<file path="config.mk">
export PLATFORM = sky130hd
export DESIGN_NAME = serial_deserializer_sipo
export DESIGN_NICKNAME = d
export VERILOG_FILES = /design/src/rtl/serial_deser_pkg.sv /design/src/rtl/deser_out_reg.sv /design/src/rtl/serial_deserializer_sipo.sv
export SDC_FILE = /design/constraint.sdc
export NUM_CORES = 1
export LEC_CHECK = 0
export ABC_AREA = 1
export BUFFER_PORTS_ARGS = -buffer_cell sky130_fd_sc_hd__clkbuf_2
export CELL_PAD_IN_SITES_DETAIL_PLACEMENT = 0
export CELL_PAD_IN_SITES_GLOBAL_PLACEMENT = 2
export CORE_MARGIN = 2
export CORE_UTILIZATION = 27
export CTS_CLUSTER_DIAMETER = 100
export DETAILED_ROUTE_END_ITERATION = 10
export GPL_TIMING_DRIVEN = 0
export PLACE_DENSITY_LB_ADDON = 0.1
export SYNTH_ARGS = -nofsm -noshare
export SYNTH_HDL_FRONTEND = slang
export SYNTH_SLANG_ARGS = --single-unit
</file>
<file path="constraint.sdc">
create_clock -name clk -period 1.5 [get_ports clk]
set_clock_uncertainty 0.05 [all_clocks]
set_input_delay 0.225 -clock clk [delete_from_list [all_inputs] [get_ports clk]]
set_output_delay 0.225 -clock clk [all_outputs]
set_load 0.02 [all_outputs]
</file>
<file path="src/rtl/serial_deser_pkg.sv">
// Shared types and sizing helpers for the serial SIPO receiver.
// The optional parity stage is enabled by defining PARITY_CHECK_EN.
package serial_deser_pkg;

  typedef enum logic [0:0] {
    COLLECT = 1'b0,
    PARITY  = 1'b1
  } state_t;

  // Bit counter width: wide enough to hold WIDTH itself.
  function automatic int CNT_W(input int width);
    return $clog2(width + 1);
  endfunction

endpackage

</file>
<file path="src/rtl/deser_out_reg.sv">
// Single-entry holding register for completed words with valid/ready drain.
// A word offered while the entry is full and not draining is dropped and flagged.
module deser_out_reg #(
  parameter int WIDTH = 4
) (
  input  logic             clk,
  input  logic             reset,
  input  logic             i_load,
  input  logic [WIDTH-1:0] i_word,
  input  logic             i_perr,
  input  logic             i_ready,
  output logic [WIDTH-1:0] o_dout,
  output logic             o_valid,
  output logic             o_perr,
  output logic             o_overflow
);

  logic [WIDTH-1:0] r_dout;
  logic             r_valid;
  logic             r_perr;
  logic             r_overflow;
  logic             w_xfer;
  logic             w_accept;

  // Handshake: a word moves out on every rising edge where o_valid && i_ready;
  // o_valid never drops without that transfer, and o_dout is stable while o_valid.
  assign w_xfer   = r_valid && i_ready;
  assign w_accept = !r_valid || w_xfer;

  always_ff @(posedge clk) begin
    if (reset) begin
      r_dout     <= '0;
      r_valid    <= 1'b0;
      r_perr     <= 1'b0;
      r_overflow <= 1'b0;
    end else if (i_load) begin
      if (w_accept) begin
        r_dout  <= i_word;
        r_valid <= 1'b1;
        r_perr  <= i_perr;
      end else begin
        r_overflow <= 1'b1;
      end
    end else if (w_xfer) begin
      r_valid <= 1'b0;
    end
  end

  assign o_dout     = r_dout;
  assign o_valid    = r_valid;
  assign o_perr     = r_perr;
  assign o_overflow = r_overflow;

endmodule

</file>
<file path="src/rtl/serial_deserializer_sipo.sv">
// Serial-in/parallel-out receiver: LSB-first word assembly into a holding register.
// Define PARITY_CHECK_EN to expect an even-parity bit after each data word.
module serial_deserializer_sipo
  import serial_deser_pkg::*;
#(
  parameter int WIDTH = 4
) (
  input  logic             clk,
  input  logic             reset,
  input  logic             sin,
  input  logic             sin_valid,
  input  logic             sync,
  output logic [WIDTH-1:0] dout,
  output logic             dout_valid,
  input  logic             dout_ready,
  output logic             overflow,
  output logic             parity_err,
  output state_t           dbg_state
);

  localparam int CW = CNT_W(WIDTH);
  localparam logic [CW-1:0] LAST_BIT = CW'(WIDTH - 1);

  logic [WIDTH-1:0] r_shreg;
  logic [CW-1:0]    r_bit_cnt;
  state_t           r_state;

  logic [CW-1:0]    w_cnt_base;
  state_t           w_state_base;
  logic [CW-1:0]    w_cnt_nxt;
  state_t           w_state_nxt;
  logic             w_shift;
  logic             w_load;
  logic [WIDTH-1:0] w_word;
  logic             w_perr;

  // sync restarts the frame before this edge's sample is considered.
  always_comb begin
    w_cnt_base   = sync ? '0 : r_bit_cnt;
    w_state_base = sync ? COLLECT : r_state;
  end

  always_comb begin
    w_state_nxt = w_state_base;
    w_cnt_nxt   = w_cnt_base;
    w_shift     = 1'b0;
    w_load      = 1'b0;
    w_word      = r_shreg;
    w_perr      = 1'b0;
    if (sin_valid) begin
      case (w_state_base)
        COLLECT: begin
          w_shift = 1'b1;
          w_word  = {sin, r_shreg[WIDTH-1:1]};
          if (w_cnt_base == LAST_BIT) begin
            w_cnt_nxt = '0;
`ifdef PARITY_CHECK_EN
            w_state_nxt = PARITY;
`else
            w_load = 1'b1;
`endif
          end else begin
            w_cnt_nxt = w_cnt_base + 1'b1;
          end
        end
`ifdef PARITY_CHECK_EN
        PARITY: begin
          // Data is already complete in r_shreg; the parity bit is not shifted in.
          w_load      = 1'b1;
          w_word      = r_shreg;
          w_perr      = ^{r_shreg, sin};
          w_cnt_nxt   = '0;
          w_state_nxt = COLLECT;
        end
`endif
        default: ;
      endcase
    end
  end

  always_ff @(posedge clk) begin
    if (reset) begin
      r_shreg   <= '0;
      r_bit_cnt <= '0;
      r_state   <= COLLECT;
    end else begin
      if (w_shift) r_shreg <= {sin, r_shreg[WIDTH-1:1]};
      r_bit_cnt <= w_cnt_nxt;
      r_state   <= w_state_nxt;
    end
  end

  deser_out_reg #(
    .WIDTH(WIDTH)
  ) u_out_reg (
    .clk       (clk),
    .reset     (reset),
    .i_load    (w_load),
    .i_word    (w_word),
    .i_perr    (w_perr),
    .i_ready   (dout_ready),
    .o_dout    (dout),
    .o_valid   (dout_valid),
    .o_perr    (parity_err),
    .o_overflow(overflow)
  );

  assign dbg_state = r_state;

endmodule

</file>
==> impl_metrics.toml, run 1 <==
[timing]
setup_violations = 0
final.min_clock_period_ns = 1.322
fmax_ghz = 0.7566
min_period_over_period_pct = 88.12
rsz0062_at_grt = "no"
finalHoldViolCount = 0
slew_violations = 0
tns_ns = 0

[cts]
cts_hold_buffers = 0
insertion_delay_ns = 0.27
clk_path_buf_depth = 2
htreeDepth = 1
cts_tree = "built"
postCtsResizedCells = 0
cts_setup_buffers = 0
clkTransAtPathRegs_ns = 0.09
clock_sinks = 14
cts_root_buffer = "clkbuf_4"
cts_buffers = 3

[detailed_routing]
wl_per_cell_um = 9.276
detail-route-antenna-nets = 0
drt_pass1_iterations = 4
drt_iter0_markers = 10
routed_wirelength_mm = 1.141
vias = 526
drc_errors = 0
via_per_inst = 4.276

[final_layout]
nNetsFinal = 103
multi_input_area_um2 = 265.3
final.fill_count = 249
n_antenna_cell = 0
drive_gt1_share_pct = 20.00
final-seq-area_um2 = 280.3
area_growth_pct = 21.13

[floorplan]
rows = 17
dieArea_um2 = 2608
die_h_um = 51.07
initial_utilization_pct = 27.84
ios = 14
die_w_um = 51.07
core_area_um2 = 2148

[place]
port_buffers = 11
gp_congestion = 0.7048
dp_hpwl_um = 831.5

[global_route]
grt_pass1_vias = 462
grt_first_pass_wirelength_mm = 2.056
antenna_found_initial = 0
grt_max_degree = 11
track_usage_pct = 10.79
overflow = 0

[pwr]
finalPower_mw = 0.7202
power.density_nw_per_um2 = 994.1
cellLeakagePower_nw = 0.3666
irDropWorstVdd_mv = 0.4164

[critical_path]
critPathMaxFanout = 10
cp-end-kind = "register"
path_delay_family = "simple AND/OR/NAND/NOR gates"
critical_path_class = "reg -> reg"
arrival_ns = 1.45
cpPeakStageDelay_ns = 0.31
worst-path-buf-inv = 1
critical_path_required_ns = 1.63
crit_slowest_cell = "dfxtp_1"
cp_cell_sequence = "inv_1 > nor2_1 > ha_1 > nand2_1 > nor2_8 > nand3_1 > nand2_1 > nor2_1"
start_kind = "register"

[synth]
syn_nets = 87
yosys-top-cells-area = "dfxtp_1 47%, nand2_1 9.4%, nor2_1 9.4%, inv_1 6.9%, nand3_1 6.7%"
yosys.area.top_type = "dfxtp_1"
yosysSeqAreaShare_pct = 46.86
synth_area_um2 = 598.1
netlist.area_leader.share_pct = 46.86
avgSynthCellArea_um2 = 7.476
synthDistinctLibCells = 14
ys_ff_latch = 14
yosysWarnings = 0
syn-instance-count = 80

[worst_hold_path]
hold_class = "in -> reg"

[run]
cap_violations = 0

[outcome]
status = "complete, no violations"
-- synth_stat cells, drive strengths merged --
cell type / number
clkbuf: 1
a311oi: 1
nand2: 17
ha: 1
o21ai: 2
inv: 11
nor2: 16
nand3: 8
a21oi: 7
dfxtp: 14
conb: 1
buf: 1
-- routing by layer --
| metal | vias up | share of wire [%] | global-route usage, % |
|---|---|---|---|
| met3 | 2 | 6.6 | 2.924 |
| li1 | 281 | - | - |
| met1 | 232 | 49 | 13.90 |
| met4 | 0 | 1.2 | 6.757 |
| met5 | - | 0 | 0 |
| met2 | 11 | 44 | 15.80 |
-- cell type report --
type	instances	share of cell area (%)
sequential	14	38.69
multi-input combinational	53	36.61
timing repair buffer	11	7.599
inverter	11	5.699
clock buffer	4	5.009
tap	28	4.836
buffer	2	1.554
-- worst min-delay path, cell delays in order --
cell and delay [ns]:
clkbuf_2 0.07, nor2_1 0.05, nor2_1 0.09, nor2_1 0.04
-- worst paths after layout --
| check | from | depth (start not counted) | slack (ns) | to |
|---|---|---|---|---|
| setup / recovery | r_bit_cnt[1] | 8 | 0.18 | u_out_reg.o_dout[0] |
| hold / removal | dout_ready | 4 | 0.20 | u_out_reg.o_valid |
| setup reg to reg | r_bit_cnt[1] | 8 | 0.18 | u_out_reg.o_dout[0] |
| hold reg to reg | r_bit_cnt[2] | 2 | 0.41 | r_bit_cnt[2] |
-- kinds of logic (layout without fill, tap and decap cells) --
family,after synthesis,in the layout,synth area share [%]
DFF,14,14,46.86
adders and majority gates,1,1,2.092
other,1,1,0.6270
buffers and inverters,13,28,8.787
AOI/OAI and AO/OA,10,10,8.996
and+or+nand+nor,41,41,32.63
-- report_power, final --
part           internal, mW  leakage, nW  total (mW)  switching, mW
combinational        0.0225        0.231      0.0640         0.0415
sequential            0.383        0.114       0.385        0.00259
clock                 0.147       0.0210       0.271          0.124
-- through the flow --
step                      cells  util (%)  hold WS [ns]  cell area, um2  setup WS [ns]
after floorplan              80         -        0.2877           598.1         0.2860
after global placement      119     32.03        0.3978           688.2        0.04789
after detailed placement    119     32.03        0.4014           688.2        0.04515
after CTS                   123     33.72        0.1875           724.4         0.1729
after global routing        123     33.72        0.2304           724.4        0.06256
final                       123     33.72        0.1996           724.4         0.1782
-- layout by cell type (no fill, tap or decap), drive strengths merged --
master / netlist / layout
nand2: 17 / 17
nor2: 16 / 16
clkbuf: 1 / 16
dfxtp: 14 / 14
inv: 11 / 11
nand3: 8 / 8
a21oi: 7 / 7
o21ai: 2 / 2
a311oi: 1 / 1
ha: 1 / 1
buf: 1 / 1
conb: 1 / 1
-- state kept, by name, summed over array words and instances, names as in the netlist --
| signal | count |
|---|---|
| r_shreg | 4 |
| r_bit_cnt | 3 |
| u_out_reg.o_dout | 4 |
| u_out_reg.o_valid | 1 |
| dbg_state | 1 |
| u_out_reg.o_overflow | 1 |
No activity file was read; power rests on OpenSTA's default activity.
==> run 2, diff against run 1 <==
- ABC_AREA: 1 -> unset
- CORE_UTILIZATION: 27 -> 30
==> run 2 against run 1 <==
  * Combinational power is 25% lower
  * Core utilization rose by 4.1 points
  * Register-to-register slack worse by 0.098 ns
  * Critical endpoint is now u_out_reg.o_dout[3]
  * Total power fell by 1.9%
  * Fmax shrank 6.9%
==> impl_metrics.toml, run 2 <==
[outcome]
status = "complete, no violations"

[detailed_routing]
drc_errors = 0
detail-route-antenna-nets = 0
wl_per_cell_um = 13.00
via_per_inst = 4.953
drt_pass1_iterations = 4
routed_wirelength_mm = 1.378
drt_iter0_markers = 11
vias = 525

[synth]
yosys.area.top_type = "dfxtp_1"
yosys-top-cells-area = "dfxtp_1 46%, a21oi_1 6.6%, o211ai_1 6.1%, a31oi_1 5.1%, a311oi_1 4.3%"
synth_edf_count = 0
synth_area_um2 = 610.6
ys_ff_latch = 14
netlist.area_leader.share_pct = 45.90
yosysWarnings = 0
syn_nets = 71
syn-instance-count = 64
synth.cells.most_frequent = "14 x dfxtp_1, 8 x a21oi_1, 5 x a31oi_1, 5 x o211ai_1, 5 x o21ai_0"
async_flop_share_pct = 0
synth.most_common_cell = "dfxtp_1"
synthDistinctLibCells = 25
avgSynthCellArea_um2 = 9.540
synth_flop_cell = "dfxtp_1"
yosysSeqAreaShare_pct = 45.90

[pwr]
power.density_nw_per_um2 = 962.4
p_sw_share_pct = 23.04
cellLeakagePower_nw = 0.2741
irDropWorstVdd_mv = 0.2876
p_int_mw = 0.5440
p_clk_share_pct = 39.7
finalPower_mw = 0.7069
p_comb_share_pct = 6.8
switchingPower_mw = 0.1628
pwr-share-seq_pct = 53.6

[place]
dp_hpwl_um = 980.5
placed_area_um2 = 704.4
port_buffers = 12
pre_cts_slack_ns = -0.06413
gp_congestion = 0.7006
place_inst = 103

[global_route]
track_usage_pct = 13.29
grt_pass1_vias = 518
grt_first_pass_wirelength_mm = 2.394
grt_max_degree = 11
antenna_found_initial = 0
overflow = 0

[run]
cap_violations = 0

[timing]
setup_violations = 0
min_period_over_period_pct = 94.65
slew_violations = 0
final.min_clock_period_ns = 1.420
rsz0062_at_grt = "no"
fmax_ghz = 0.7044
setup_ws_ns = 0.08027
finalHoldViolCount = 0
whs_ns = 0.1370

[final_layout]
n_antenna_cell = 0
mostFrequentLayoutCell = "dfxtp_1"
drive_gt1_share_pct = 30.38
fin_area_um2 = 734.5
final.fill_count = 215
instances_no_fill = 106
nNetsFinal = 87
area_growth_pct = 20.29
final_cell_mix = "14 x dfxtp_1, 12 x clkbuf_2, 8 x a21oi_1"

[cts]
cts_hold_buffers = 0
htreeDepth = 1
clkTransAtPathRegs_ns = 0.09
insertion_delay_ns = 0.28
clock_sinks = 14
cts_buffers = 3
clk_path_buf_depth = 2
cts_tree = "built"
cts_root_buffer = "clkbuf_4"

[floorplan]
ios = 14
core_area_um2 = 1942
dieArea_um2 = 2412
rows = 16
die_w_um = 49.12
die_h_um = 49.12
initial_utilization_pct = 31.44

[critical_path]
critPathMaxFanout = 8
arrival_ns = 1.57
start_kind = "register"
critical_path_required_ns = 1.65
critical_path_class = "reg -> reg"
cp-end-kind = "register"

[worst_hold_path]
hold_class = "in -> reg"
[run 2: changes by cell type after synthesis, moves of 2 or more]
cell	previous run	this run
a311oi_1	1	3
a31oi_1	0	5
inv_1	11	2
nand2_1	15	1
nand2_4	2	0
nand3_1	8	0
nor2_1	15	3
nor2b_1	0	2
o211ai_1	0	5
o21ai_0	2	5
[run 2: path summary, 6_finish.rpt]
check	from	endpoint	slack (ns)	depth (start not counted)
worst max-delay path	r_bit_cnt[0]	u_out_reg.o_dout[3]	0.08	5
worst min-delay path	reset	u_out_reg.o_dout[2]	0.14	2
worst min register to register	r_bit_cnt[2]	r_bit_cnt[2]	0.40	2
worst max register to register	r_bit_cnt[0]	u_out_reg.o_dout[3]	0.08	5
[run 2: cell type report]
| cell class | instances | area [um2] | area share (%) |
|---|---|---|---|
| plain buffers | 3 | 22.52 | 3.066 |
| clock buffers | 4 | 36.28 | 4.940 |
| inverters | 2 | 7.507 | 1.022 |
| multi-input cells | 44 | 294.0 | 40.03 |
| flip-flops and latches | 14 | 280.3 | 38.16 |
| well taps | 27 | 33.78 | 4.600 |
| repair buffers | 12 | 60.06 | 8.177 |
[run 2: through the flow]
step	TNS, ns	util (%)
final	0	37.82
after floorplan	0	-
after global placement	-0.1008	36.28
after global routing	0	37.82
after detailed placement	-0.1219	36.28
after CTS	0	38.14
[run 2: power groups by stage]
stage / clock [mW] / combinational, mW / sequential [mW]
CTS: 0.291 / 0.0483 / 0.379
floorplan: 0 / 0.0302 / 0.387
detailed placement: 0 / 0.0481 / 0.388
finish: 0.280 / 0.0478 / 0.379
global placement: 0 / 0.0482 / 0.387
global route: 0.315 / 0.0527 / 0.380
[run 2: what timing repair did]
| action | CTS | global route |
|---|---|---|
| buffers inserted | 0 | 0 |
| setup endpoints to repair | 0 | 4 |
| resized for setup | 0 | 1 |
[run 2: kinds of logic after synthesis]
group / synth area share (%)
adders and majority gates: 2.049
and+or+nand+nor: 13.93
DFF: 45.90
buffers and inverters: 6.147
AOI/OAI and AO/OA: 31.35
other: 0.6142
[run 2: worst max-delay path: stages, from the launching register on]
cell	delay (ns)
dfxtp_1	0.31
nor2b_4	0.12
ha_1	0.18
and2_2	0.24
and3_4	0.19
a311oi_2	0.25
[run 2: per-layer routing]
layer	GRT usage [%]	share of wire, %	vias up
met5	0	0	-
met2	19.82	48	9
met3	1.840	3.9	2
li1	-	-	266
met1	17.85	47	248
met4	8.571	0.94	0
